### src/rtl/masked_sbox_sched_pkg.sv
// Shared types for the masked S-box scheduler: requester IDs and the in-flight tag.
package masked_sbox_sched_pkg;

  typedef enum logic {
    REQ_K = 1'b0,
    REQ_S = 1'b1
  } req_id_e;

  typedef struct packed {
    logic    valid;
    req_id_e id;
  } tag_t;

  localparam tag_t TAG_BUBBLE = '{valid: 1'b0, id: REQ_K};

  // One input register stage in front of the S-box plus its internal stages.
  function automatic int unsigned tag_depth(input int unsigned latency);
    return latency + 1;
  endfunction

endpackage

### src/rtl/masked_sbox_sched_tag_pipe.sv
// Tag shift register that tracks which requester owns each S-box pipeline slot.
module sched_tag_pipe
  import masked_sbox_sched_pkg::*;
#(
  parameter int unsigned DEPTH = 5
) (
  input  logic clk_i,
  input  logic rst_ni,
  input  tag_t tag_i,
  output tag_t tag_o,
  output logic busy_o
);

  tag_t [DEPTH-1:0] stage_q;

  always_ff @(posedge clk_i or negedge rst_ni) begin
    if (!rst_ni) begin
      stage_q <= '0;
    end else begin
      stage_q[0] <= tag_i;
      for (int i = 1; i < DEPTH; i++) begin
        stage_q[i] <= stage_q[i-1];
      end
    end
  end

  always_comb begin
    busy_o = 1'b0;
    for (int i = 0; i < DEPTH; i++) begin
      busy_o = busy_o | stage_q[i].valid;
    end
  end

  assign tag_o = stage_q[DEPTH-1];

endmodule

### src/rtl/masked_sbox_sched.sv
// Arbitrates key-expansion and SubBytes requests onto one shared pipelined DOM S-box
// and routes each result back to its requester after a fixed latency.
module masked_sbox_sched
  import masked_sbox_sched_pkg::*;
#(
  parameter int unsigned SHARES  = 2,
  parameter int unsigned LATENCY = 4,
  parameter int unsigned RNDZ_W  = 22,
  parameter int unsigned RNDB_W  = 20
) (
  input  logic                  ClkxCI,
  input  logic                  RstxBI,
  input  logic                  KValidxSI,
  output logic                  KReadyxSO,
  input  logic [8*SHARES-1:0]   KXxDI,
  output logic                  KQValidxSO,
  output logic [8*SHARES-1:0]   KQxDO,
  input  logic                  SValidxSI,
  output logic                  SReadyxSO,
  input  logic [8*SHARES-1:0]   SXxDI,
  output logic                  SQValidxSO,
  output logic [8*SHARES-1:0]   SQxDO,
  input  logic                  RndValidxSI,
  output logic                  RndReadyxSO,
  input  logic [RNDZ_W-1:0]     RndZxDI,
  input  logic [RNDB_W-1:0]     RndBxDI,
  output logic [8*SHARES-1:0]   SboxXxDO,
  output logic [RNDZ_W-1:0]     SboxRandomZxDO,
  output logic [RNDB_W-1:0]     SboxRandomBxDO,
  input  logic [8*SHARES-1:0]   SboxQxDI,
  output logic                  BusyxSO,
  output logic                  RndErrxSO
);

  localparam int unsigned W     = 8 * SHARES;
  localparam int unsigned DEPTH = tag_depth(LATENCY);

  // Handshake: a request transfers in any cycle where Valid && Ready; the requester
  // holds X stable while Valid && !Ready. Results have no backpressure: QValid is a
  // one-cycle pulse that the requester must sink.

  logic              issue;
  req_id_e           grant_id;
  req_id_e           rr_q, rr_d;
  logic [W-1:0]      sbox_x_q, sbox_x_d;
  logic [RNDZ_W-1:0] rndz_q, rndz_d;
  logic [RNDB_W-1:0] rndb_q, rndb_d;
  logic              err_q, err_d;
  tag_t              tag_in, tag_last;
  logic              busy;

  always_comb begin
    issue    = RstxBI & RndValidxSI & (KValidxSI | SValidxSI);
    grant_id = REQ_K;
    if (KValidxSI && SValidxSI) begin
      grant_id = rr_q;
    end else if (SValidxSI) begin
      grant_id = REQ_S;
    end

    rr_d     = rr_q;
    sbox_x_d = '0;
    tag_in   = TAG_BUBBLE;
    if (issue) begin
      rr_d     = (grant_id == REQ_K) ? REQ_S : REQ_K;
      sbox_x_d = (grant_id == REQ_K) ? KXxDI : SXxDI;
      tag_in   = '{valid: 1'b1, id: grant_id};
    end

    // Randomness is forwarded whenever present so in-flight DOM stages keep refreshing.
    rndz_d = RndValidxSI ? RndZxDI : '0;
    rndb_d = RndValidxSI ? RndBxDI : '0;
    err_d  = err_q | (busy & ~RndValidxSI);
  end

  always_ff @(posedge ClkxCI or negedge RstxBI) begin
    if (!RstxBI) begin
      rr_q     <= REQ_K;
      sbox_x_q <= '0;
      rndz_q   <= '0;
      rndb_q   <= '0;
      err_q    <= 1'b0;
    end else begin
      rr_q     <= rr_d;
      sbox_x_q <= sbox_x_d;
      rndz_q   <= rndz_d;
      rndb_q   <= rndb_d;
      err_q    <= err_d;
    end
  end

  sched_tag_pipe #(
    .DEPTH(DEPTH)
  ) u_tag_pipe (
    .clk_i (ClkxCI),
    .rst_ni(RstxBI),
    .tag_i (tag_in),
    .tag_o (tag_last),
    .busy_o(busy)
  );

  assign KReadyxSO      = issue & (grant_id == REQ_K);
  assign SReadyxSO      = issue & (grant_id == REQ_S);
  assign RndReadyxSO    = RndValidxSI & (issue | busy);
  assign SboxXxDO       = sbox_x_q;
  assign SboxRandomZxDO = rndz_q;
  assign SboxRandomBxDO = rndb_q;
  assign BusyxSO        = busy;
  assign RndErrxSO      = err_q;

  assign KQValidxSO = tag_last.valid & (tag_last.id == REQ_K);
  assign SQValidxSO = tag_last.valid & (tag_last.id == REQ_S);
  assign KQxDO      = KQValidxSO ? SboxQxDI : '0;
  assign SQxDO      = SQValidxSO ? SboxQxDI : '0;

endmodule

### config.mk
export PLATFORM = sky130hd
export DESIGN_NAME = masked_sbox_sched
export DESIGN_NICKNAME = d
export VERILOG_FILES = /design/src/rtl/masked_sbox_sched_pkg.sv /design/src/rtl/masked_sbox_sched_tag_pipe.sv /design/src/rtl/masked_sbox_sched.sv
export SDC_FILE = /design/constraint.sdc
export NUM_CORES = 1
export LEC_CHECK = 0
export CORE_MARGIN = 1
export CORE_UTILIZATION = 30
export DETAILED_ROUTE_END_ITERATION = 12
export PLACE_DENSITY = 0.78
export SKIP_CTS_REPAIR_TIMING = 1
export SLEW_MARGIN = 20
export SYNTH_ARGS = -nofsm -noshare
export SYNTH_HDL_FRONTEND = slang
export SYNTH_SLANG_ARGS = --single-unit
### constraint.sdc
create_clock -name ClkxCI -period 1.3 [get_ports ClkxCI]
set_input_delay 0.325 -clock ClkxCI [delete_from_list [all_inputs] [get_ports ClkxCI]]
set_output_delay 0.325 -clock ClkxCI [all_outputs]
set_load 0.005 [all_outputs]
======== Word-level counts from Yosys, hierarchy flattened ========
Cells that the tools add are included.
word-level totals
  bits in registers ....................... 70
  output and inout bits ................... 97
operators by class
  mux-type cells .......................... 10
  bitwise logic cells ..................... 18
  reductions and logical operators ........ 1
operator list
  kind               number
  $mux 16            4
  $mux 22            1
  $mux 20            1
  $and 1x1->1        8
  $or 1x1->1         7
  $mux 1             3
  $not 1->1          3
  $mux 2             1
  $logic_and 1x1->1  1

======== Depth between registers and ports, before layout ========
Gate-level depths: netlist (run 1).
  word-level depth ........................ 6
  depth in mapped cells ................... 5
  mapped depth without buffers ............ 3

======== Hierarchy ========
From an unflattened synthesis (run 1), not the netlist that was laid out.
second synthesis, totals
  cell total of the unflattened synthesis .. 189
  area, all modules ....................... 2560.0 µm²
modules (own cells, without submodules)
  module             times used  cells each  area each (µm²)  sequential area each (µm²)
  masked_sbox_sched  1           174         2282.2           1501.4
  sched_tag_pipe     1           15          277.8            250.2

======== Worst setup path after synthesis (run 1) ========
Ideal clock, no wire load.
  path kind ............................... reg-to-output
  start ................................... register u_tag_pipe.stage_q, in the netlist u_tag_pipe.tag_o[0]
  end ..................................... output KQxDO[10]
  arrival time ............................ 1.067 ns
  setup slack ............................. -0.092 ns
  cell stages (with the launch flop) ...... 4
  cells stage by stage .................... dfrtp_1 > and2b_1 > clkbuf_1 > and2_1
on the way
  longest elaborated chain between the ends .. 3
ends and longest elaborated chain
  what                               RTL line                          RTL
  from (decl)                        masked_sbox_sched_tag_pipe.sv:14  tag_t [DEPTH-1:0] stage_q;
  from (signal, indexed assignment)  masked_sbox_sched_tag_pipe.sv:22  stage_q[i] <= stage_q[i-1];
  $not 1->1                          masked_sbox_sched.sv:111          assign KQValidxSO = tag_last.valid & (tag_last.id == REQ_K);
  $and 1x1->1                        masked_sbox_sched.sv:111
  named net KQValidxSO               masked_sbox_sched.sv:16           output logic KQValidxSO,
  $mux 16                            masked_sbox_sched.sv:113          assign KQxDO = KQValidxSO ? SboxQxDI : '0;
  to (decl)                          masked_sbox_sched.sv:17           output logic [8*SHARES-1:0] KQxDO,
The timed path passes the listed nets, and every way through them passes these cells.

======== Worst setup path in the final report (run 1) ========
  start ................................... register u_tag_pipe.stage_q, in the netlist u_tag_pipe.tag_o[1]
  end ..................................... output RndReadyxSO
on the way
  longest elaborated chain between the ends .. 3
ends and longest elaborated chain
  what         RTL line                          RTL
  $or 1x1->1   masked_sbox_sched_tag_pipe.sv:30  busy_o = busy_o | stage_q[i].valid;
  $or 1x1->1   masked_sbox_sched.sv:104          assign RndReadyxSO = RndValidxSI & (issue | busy);
  $and 1x1->1  masked_sbox_sched.sv:104
  to (decl)    masked_sbox_sched.sv:24           output logic RndReadyxSO,
No other way between the ends.

==> summary.txt, run 1 <==
Clock network
  – Clock transition at path regs: 70 ps
  – CTS buffer count: 9
  – CTS tree: built
  – Worst-skew pair later-pin latency: around 330 ps
  – CTS max path bufs: 2
  – Clock Sinks: 70
  – H-Tree Depth: 3
  – CTS root buf: clkbuf_8

Worst setup path
  – Top delay family on crit path: flip-flops
  – R2R Setup Slk: roughly 60 ps
  – Max incr delay on CP: approximately 400 ps
  – CP Capture Type: output port
  – CP required: 980 ps
  – Data arrival, critical path: about 1500 ps
  – Startpoint types: flip-flop
  – Reg-to-Reg Start: u_tag_pipe.tag_o[1]$_DFF_PN0_
  – Crit Path Class: flip-flop to output port
  – Slowest CP cell: dfrtp_1
  – Crit-path max FO: 2
  – Crit path buffers/inverters: 3
  – Reg2Reg Capture Point: RndErrxSO$_DFF_PN0_
  – Reg2reg path depth: 5
  – Worst-path cell chain: buf_6, nor3_4, nand2_2, buf_4, a21o_1, buf_2

STA
  – Endpoints failing hold: 0
  – Max Slew Vio Count: 0
  – Worst Tran Pin Value: about 860 ps
  – Final setup skew: ~5.8 ps
  – F_max: approximately 560 MHz
  – Final setup margin: -492.1 ps
  – Slew margin rel.: 0.4248
  – Sum of negative setup slack: -13730 ps
  – Final worst path period need: 1792 ps
  – Final setup fails: 38
  – Final period util: 1.379
  – RSZ-0062 raised after global routing: yes

Place
  – Placed Instances: 486
  – Hpwl dp: around 5300 um
  – Pre-CTS setup slack: -914.1 ps
  – Post-DP Area: roughly 4600 um^2
  – RePlAce Congestion: roughly 0.7
  – Port Buf Inserts: between 150 and 200

Detailed routing
  – Vias/cell: 4.346
  – Post-Route WL: roughly 7500 um
  – Antenna-violating nets left: 0
  – DR iter-0 viols: 44
  – Drt pass-1 iters: 3
  – Avg WL per Cell: between 10 and 15 um
  – Total number of vias: 2225
  – DRC viols: 0

Yosys
  – Ys flop type: dfrtp_1
  – YS warnings: 0
  – Main area contributors after synthesis: dfrtp_1, and2_1, and3_1, a22o_2, a22o_1
  – Yosys reg bits: 70
  – Cell taking the most area after synthesis: dfrtp_1
  – EDFF count, synth: 0
  – Syn_area_per_cell: 13.70 um^2
  – Synth cell count leaders: dfrtp_1, and2_1, and3_1
  – Asr flop ratio synth: 1.000
  – Syn Nets: approximately 280
  – Synth cell types: 19
  – Synth top area share: 0.6873
  – Synth Instances: 186
  – Most numerous cell in the Yosys netlist: dfrtp_1
  – Area of the mapped netlist: between 2000 and 3000 um^2
  – Sequential fraction of the synthesis area: 0.6873

Cells and area
  – # fillers: about 650
  – Final instance area: slightly above 5000 um^2
  – Ant diodes: 0
  – Register area: approximately 1800 um^2
  – Layout Cells excl Fill: about 510
  – Area of the multi-input gates: 857.1 um^2
  – Fin nets: 497
  – Share of cells above drive strength 1: 0.3022
  – Area grow syn2layout: 101.7%

Power
  – Power per cell area: between 900 and 1000 nW/um^2
  – Leakage: between 3 and 4 nW
  – Power consumption: between 0.004 and 0.005 W
  – Worst VDD drop: roughly 0.00072 V

Run
  – Maxcap violations: 0

Global route
  – Largest net degree at the start of global routing: 71
  – Gr ovfl total: 0
  – Gr usage total: 0.1549
  – Vias in the first global route: between 2000 and 2500
  – Initial antenna violation count: 1
  – First-pass GRT wire length: ~10000 um

Floorplan
  – Core area: between 8000 and 9000 um^2
  – # IOs: around 190
  – Initial Util: 0.3102
  – DIE AREA: 8868 um^2
  – Row count: 33
  – Die Y: between 90 and 100 um
  – Die width: approximately 94 um

Status
  – Violated checks: setup timing
  – Status: finished, violations left

Hold path
  – HP Class: input pin to async pin
[worst register-to-register path, stage by stage, from the launching register on]
cell     delay [ps]
dfrtp_1         400
buf_6           130
nor3_4          130
buf_4           130
a21oi_1          70
or2_2           270
[state kept, by name, summed over array words and instances (netlist names)]
signal / flops
SboxRandomZxDO: 22
SboxRandomBxDO: 20
SboxXxDO: 16
u_tag_pipe.stage_q: 8
u_tag_pipe.tag_o: 2
RndErrxSO: 1
rr_q: 1
[area by class of cell]
type / count / share of cell area
multi-input cells: 105 / 0.1667
inverters: 3 / 0.002190
well taps: 105 / 0.02555
clock buffers: 10 / 0.02677
repair buffers: 213 / 0.4261
flip-flops and latches: 70 / 0.3407
clock inverters: 6 / 0.01193
[routing by layer]
layer / vias to the layer above / wire length [um] / track usage
li1: 1045 / - / -
met1: 1033 / 2495 / 0.1522
met2: 134 / 3951 / 0.2687
met3: 11 / 917 / 0.07929
met4: 2 / 116 / 0.07051
met5: - / 13 / 0
[power by group]
group,total [W],switching (W),internal (W)
clock,0.00173,0.000799,0.000931
combinational,0.000844,0.000280,0.000564
sequential,0.00232,0.0000361,0.00228
[worst max-delay path by stage]
stage                                        startpoint          end  cells past startpoint  slack, ps
after floorplan                        rr_q$_DFFE_PN0P_    SReadyxSO                      3         -1
after global placement                      RndValidxSI  RndReadyxSO                      5       -910
after detailed placement                    RndValidxSI  RndReadyxSO                      5       -910
after CTS                                   RndValidxSI  RndReadyxSO                      5       -920
after global routing      u_tag_pipe.tag_o[1]$_DFF_PN0_  RndReadyxSO                      6       -580
final                     u_tag_pipe.tag_o[1]$_DFF_PN0_  RndReadyxSO                      6       -490
[cells in the final DEF, fill, tap and decap left out, drive strengths merged, types with 2 or more instances in the layout]
cell type,instances
and3,16
a211oi,2
inv,3
dlymetal6s2s,63
a22o,16
dfrtp,70
clkbuf,26
clkdlybuf4s50,90
and2,59
clkinv,4
a21oi,2
buf,44
nand2,2
and2b,3
[logic make-up after synthesis]
group,synth area share
AOI/OAI and AO/OA,0.08444
buffers and inverters,0.02798
DFF,0.6873
and+or+nand+nor,0.2003
[stage by stage]
step | util | hold slack (ps)
floorplan | - | 29.41
global placement | 0.5642 | 332.6
detailed placement | 0.5642 | 337.2
CTS | 0.5884 | 265.9
global route | 0.6257 | 283.0
finish | 0.6257 | 229.5
No activity file was read; power rests on OpenSTA's default activity.
==> inputs of run 2 (changes only) <==
CORE_ASPECT_RATIO = 0.8   (was unset)
GPL_TIMING_DRIVEN = 0   (was unset)
SLEW_MARGIN = unset   (was 20)
==> run 2 against run 1 <==
Total power rose by 4.6%. Wire length is 8.1% higher. The run ends with hold timing, setup timing left. Largest cell class unchanged. Highest routed layer is now met4. Critical path depth fell by 1. Worst hold slack worse by 410 ps. First-iteration DRC count is 43% higher. Clock skew rose by 2.9 ps. Maximum frequency is 1.4% lower. Largest power group unchanged. Worst setup slack got worse by 25 ps. Die area is essentially flat. Final area up 2.6%.
==> summary.txt, run 2 (same netlist as run 1, synthesis figures left out) <==
Status
  – Status: finished, violations left
  – Violated checks: hold timing, setup timing

Clock network
  – CTS tree: built
  – H-Tree Depth: 3
  – CTS buffer count: 9
  – CTS root buf: clkbuf_8
  – Worst-skew pair later-pin latency: around 330 ps
  – CTS max path bufs: 2
  – Clock Sinks: 70
  – Clock transition at path regs: roughly 70 ps

Global route
  – Gr usage total: 0.1746
  – Gr ovfl total: 0
  – Largest net degree at the start of global routing: between 70 and 80
  – First-pass GRT wire length: approximately 12000 um
  – Vias in the first global route: 2315
  – Initial antenna violation count: 0

Power
  – Power per cell area: roughly 970 nW/um^2
  – Clock Power Share: 0.378
  – Worst VDD drop: 0.0005811 V
  – Pint: around 0.004 W
  – Leakage: roughly 3.5 nW
  – Net Sw Frac: 0.2190
  – Combinational power share: 0.168
  – Seq pwr share: 0.454
  – Sw Pwr: roughly 0.0011 W

Floorplan
  – Initial Util: 0.3150
  – # IOs: between 150 and 200
  – Row count: 29
  – Core area: about 8100 um^2
  – DIE AREA: about 8900 um^2
  – Die width: ~110 um
  – Die Y: about 84 um

Worst setup path
  – Crit-path most repeated cell: buf_6
  – Top delay family on crit path: flip-flops
  – Crit Path Class: flip-flop to output port
  – Data arrival, critical path: 1490 ps
  – Max incr delay on CP: 460 ps
  – CP required: 980 ps
  – Crit path buffers/inverters: 3
  – Worst-path cell chain: and2b_4, buf_6, buf_6, and2_4, buf_6
  – Startpoint types: flip-flop
  – Crit-path max FO: 6
  – Slowest CP cell: dfrtp_2
  – CP Capture Type: output port

Cells and area
  – # fillers: ~600
  – Max reg flops: 22
  – Commonest non-fill, non-tap cell in the layout: clkdlybuf4s50_1
  – Share of cells above drive strength 1: 0.2464
  – Final instance area: ~5300 um^2
  – Layout Cells excl Fill: between 500 and 600
  – Most frequent cells in the layout: clkdlybuf4s50_1, dlymetal6s2s_1, dfrtp_1
  – Register area: 1754 um^2
  – Area grow syn2layout: 107.0%
  – Ant diodes: 0
  – Area of the multi-input gates: around 790 um^2
  – Fin nets: a little over 500

Hold path
  – HP Class: input pin to async pin

STA
  – Worst Tran Pin Value: between 300 and 400 ps
  – Final setup skew: 8.664 ps
  – Final period util: 1.398
  – F_max: 550.3 MHz
  – Final worst path period need: 1817 ps
  – Max Slew Vio Count: 0
  – Hold_ws: -183.9 ps
  – Final setup margin: -517.3 ps
  – RSZ-0062 raised after global routing: yes
  – Final setup fails: between 40 and 50
  – Endpoints failing hold: 70
  – Sum of negative setup slack: -16510 ps
  – Slew margin rel.: 0.7857

Place
  – Hpwl dp: between 5000 and 6000 um
  – RePlAce Congestion: 0.7989
  – Pre-CTS setup slack: -1390 ps
  – Port Buf Inserts: 190
  – Post-DP Area: approximately 4600 um^2
  – Placed Instances: 484

Detailed routing
  – Total number of vias: between 2000 and 2500
  – Vias/cell: between 4 and 5
  – Post-Route WL: 8099 um
  – Drt pass-1 iters: 3
  – Antenna-violating nets left: 0
  – DR iter-0 viols: 63
  – DRC viols: 0
  – Avg WL per Cell: around 16 um

Run
  – Maxcap violations: 0
==> run 2: stage by stage <==
step	hold WS [ps]	utilization	power, W
6_report	-183.9	0.6519	0.005121
5_1_grt	-201.6	0.6519	0.005370
4_1_cts	141.8	0.5944	0.005124
3_5_place_dp	334.7	0.5667	0.003167
3_3_place_gp	337.0	0.5670	0.003147
2_1_floorplan	29.41	-	0.002542
==> run 2: final timing paths <==
| check | slack, ps | end | depth (start not counted) | from |
|---|---|---|---|---|
| worst min-delay path | -180 | rr_q$_DFFE_PN0P_ | 1 | RstxBI |
| worst max register to register | -140 | SboxXxDO[11]$_DFF_PN0_ | 6 | rr_q$_DFFE_PN0P_ |
| worst min register to register | 350 | u_tag_pipe.stage_q[6]$_DFF_PN0_ | 0 | u_tag_pipe.stage_q[4]$_DFF_PN0_ |
| max in group asynchronous | 1280 | SboxRandomZxDO[15]$_DFF_PN0_ | 1 | RstxBI |
| min in group ClkxCI | 280 | SboxRandomBxDO[19]$_DFF_PN0_ | 2 | RndValidxSI |
| worst max-delay path | -520 | KQxDO[11] | 5 | u_tag_pipe.tag_o[1]$_DFF_PN0_ |
==> run 2: power groups by stage <==
stage | Sequential, W | Clock (W) | Combinational, W
2_1_floorplan | 0.00238 | 0 | 0.000164
3_3_place_gp | 0.00237 | 0 | 0.000781
3_5_place_dp | 0.00237 | 0 | 0.000795
4_1_cts | 0.00233 | 0.00199 | 0.000799
5_1_grt | 0.00234 | 0.00211 | 0.000920
6_report | 0.00232 | 0.00194 | 0.000860
==> run 2: area by class of cell <==
class | count | share of cell area
repair buffers | 212 | 0.4317
clock buffers | 11 | 0.02680
plain buffers | 10 | 0.01565
clock inverters | 5 | 0.01565
well taps | 108 | 0.02562
flip-flops and latches | 70 | 0.3325
inverters | 3 | 0.002135
multi-input cells | 103 | 0.1499
==> run 2: worst register-to-register path: stages (launching register included) <==
cell and delay, ps:
dfrtp_1 420, inv_2 70, a211oi_4 350, buf_6 170, buf_6 100, buf_6 120
a22o_2 150
==> run 2: routing by layer <==
metal | global-route usage | up-vias | wire length [um]
met2 | 0.3275 | 129 | 4363
met1 | 0.1647 | 1100 | 2714
met3 | 0.08463 | 14 | 848
met5 | 0 | - | 0
met4 | 0.06402 | 0 | 173
li1 | - | 1059 | -
==> inputs of run 3 (changes only) <==
SETUP_SLACK_MARGIN = 0.4   (was unset)
==> run 3 against run 2 <==
The flow still finishes with violations (hold timing, setup timing). Worst setup slack lost 36 ps. Die area is the same. Non-clock buffer count grew 19. First-iteration DRC count shrank 48%. Clock skew shrank 2.5 ps. Wire length grew 3.1%. Sequential cell count is the same. Maximum frequency shrank 1.9%. Global-route usage grew 0.18 points. Combinational power grew 5.1%. Count of clock-buffer cells in the layout shrank 1. Critical path depth is the same. Critical endpoint is now KQxDO[14]. Largest cell class unchanged. Largest power group unchanged.
==> summary.txt, run 3 (same netlist as run 1, synthesis figures left out) <==
Power
  – Worst VDD drop: ~0.0005 V
  – Power consumption: roughly 0.005 W
  – Power per cell area: around 1000 nW/um^2
  – Leakage: 2.567 nW

STA
  – Slew margin rel.: 0.7283
  – Final setup margin: -553.3 ps
  – Final setup fails: between 40 and 50
  – Max Slew Vio Count: 0
  – Worst Tran Pin Value: ~400 ps
  – Final worst path period need: 1853 ps
  – F_max: about 540 MHz
  – Final period util: 1.426
  – RSZ-0062 raised after global routing: yes
  – Final setup skew: approximately 6.1 ps
  – Endpoints failing hold: 70
  – Hold_ws: -187.5 ps
  – Sum of negative setup slack: -17560 ps

Worst setup path
  – Max incr delay on CP: approximately 430 ps
  – R2R Setup Slk: -280 ps
  – Data arrival, critical path: roughly 1500 ps
  – Slowest CP cell: dfrtp_2
  – Crit Path Class: flip-flop to output port
  – CP Capture Type: output port
  – Startpoint types: flip-flop
  – CP required: a little under 1000 ps
  – Worst-path cell chain: and2b_2, clkbuf_16, buf_6, and2_4, clkbuf_2
  – Crit-path max FO: 4

Cells and area
  – Register area: roughly 1800 um^2
  – Area of the multi-input gates: 883.3 um^2
  – Area grow syn2layout: 99.31%
  – Max reg flops: 22
  – Most frequent cells in the layout: clkdlybuf4s50_1, dfrtp_1, buf_6
  – Layout Cells excl Fill: roughly 540
  – Commonest non-fill, non-tap cell in the layout: clkdlybuf4s50_1
  – Ant diodes: 0
  – Share of cells above drive strength 1: 0.4965
  – # fillers: 655
  – Fin nets: ~520

Detailed routing
  – Avg WL per Cell: roughly 15 um
  – Antenna-violating nets left: 0
  – DR iter-0 viols: 33
  – Drt pass-1 iters: 4
  – DRC viols: 0
  – Post-Route WL: approximately 8300 um
  – Total number of vias: ~2400
  – Vias/cell: approximately 4.4

Hold path
  – HP Class: input pin to async pin

Floorplan
  – Initial Util: 0.3150
  – # IOs: 192
  – Core area: 8092 um^2
  – Die width: ~110 um
  – DIE AREA: roughly 8900 um^2
  – Die Y: ~84 um
  – Row count: 29

Clock network
  – CTS tree: built
  – CTS max path bufs: 2
  – Clock transition at path regs: around 80 ps
  – Clock Sinks: 70
  – CTS buffer count: 9
  – Worst-skew pair later-pin latency: ~340 ps
  – CTS root buf: clkbuf_8
  – H-Tree Depth: 3

Place
  – Placed Instances: a little under 500
  – Hpwl dp: 5715 um
  – RePlAce Congestion: 0.7588
  – Port Buf Inserts: 190

Global route
  – Initial antenna violation count: 0
  – Gr ovfl total: 0
  – Largest net degree at the start of global routing: 72
  – Gr usage total: 0.1765
  – First-pass GRT wire length: about 12000 um
  – Vias in the first global route: around 2400

Status
  – Status: finished, violations left
  – Violated checks: hold timing, setup timing

Run
  – Maxcap violations: 0
## run 3: cell types whose count changed in the layout (fill, tap and decap cells not counted), sizes merged
cell / previous run / this run
dlymetal6s2s: 77 / 2
buf: 37 / 107
clkbuf: 29 / 52
clkinvlp: 0 / 3
clkinv: 3 / 1
bufinv: 2 / 1
inv: 3 / 4
## run 3: layer usage
layer	global-route usage	vias up	share of wire
met5	0	-	0
met4	0.05378	0	0.015
met2	0.3329	123	0.54
met1	0.1806	1135	0.37
li1	-	1092	-
met3	0.06755	12	0.078
## run 3: worst max-delay path, delay by kind of cell, from the launching register on
| kind | cells | cell delay [ps] |
|---|---|---|
| flops | 1 | 430 |
| simple gates | 2 | 420 |
| buf+inv | 3 | 350 |
## run 3: final cells by class
class                      instances  share of cell area
clock buffer                      10             0.02709
inverter                           3            0.002709
sequential                        70              0.3453
buffer                            10             0.01773
multi-input combinational        103              0.1739
clock inverter                     6             0.01379
timing repair buffer             231              0.3929
tap                              108             0.02660
## run 3: power by group
part	switching, W	internal (W)
clock	0.000849	0.000947
combinational	0.000319	0.000585
sequential	0.0000385	0.00228
total	0.00121	0.00382
## run 3: final timing paths
check | depth (start not counted) | from | to
worst max register to register | 9 | rr_q$_DFFE_PN0P_ | SboxXxDO[14]$_DFF_PN0_
max in group asynchronous | 1 | RstxBI | u_tag_pipe.tag_o[1]$_DFF_PN0_
worst max-delay path | 5 | u_tag_pipe.tag_o[0]$_DFF_PN0_ | KQxDO[14]
worst min-delay path | 1 | RstxBI | SboxRandomBxDO[7]$_DFF_PN0_
min in group ClkxCI | 2 | RndValidxSI | SboxRandomBxDO[19]$_DFF_PN0_
worst min register to register | 0 | u_tag_pipe.stage_q[2]$_DFF_PN0_ | u_tag_pipe.stage_q[4]$_DFF_PN0_
## run 3: stage by stage
step	utilization	worst slack, ps	area, um^2
floorplan	-	-0.3770	2591
global placement	0.5720	-3494	4628
detailed placement	0.5717	-1404	4626
CTS	0.5973	-1411	4833
global route	0.6278	-592.8	5080
finish	0.6278	-553.3	5080
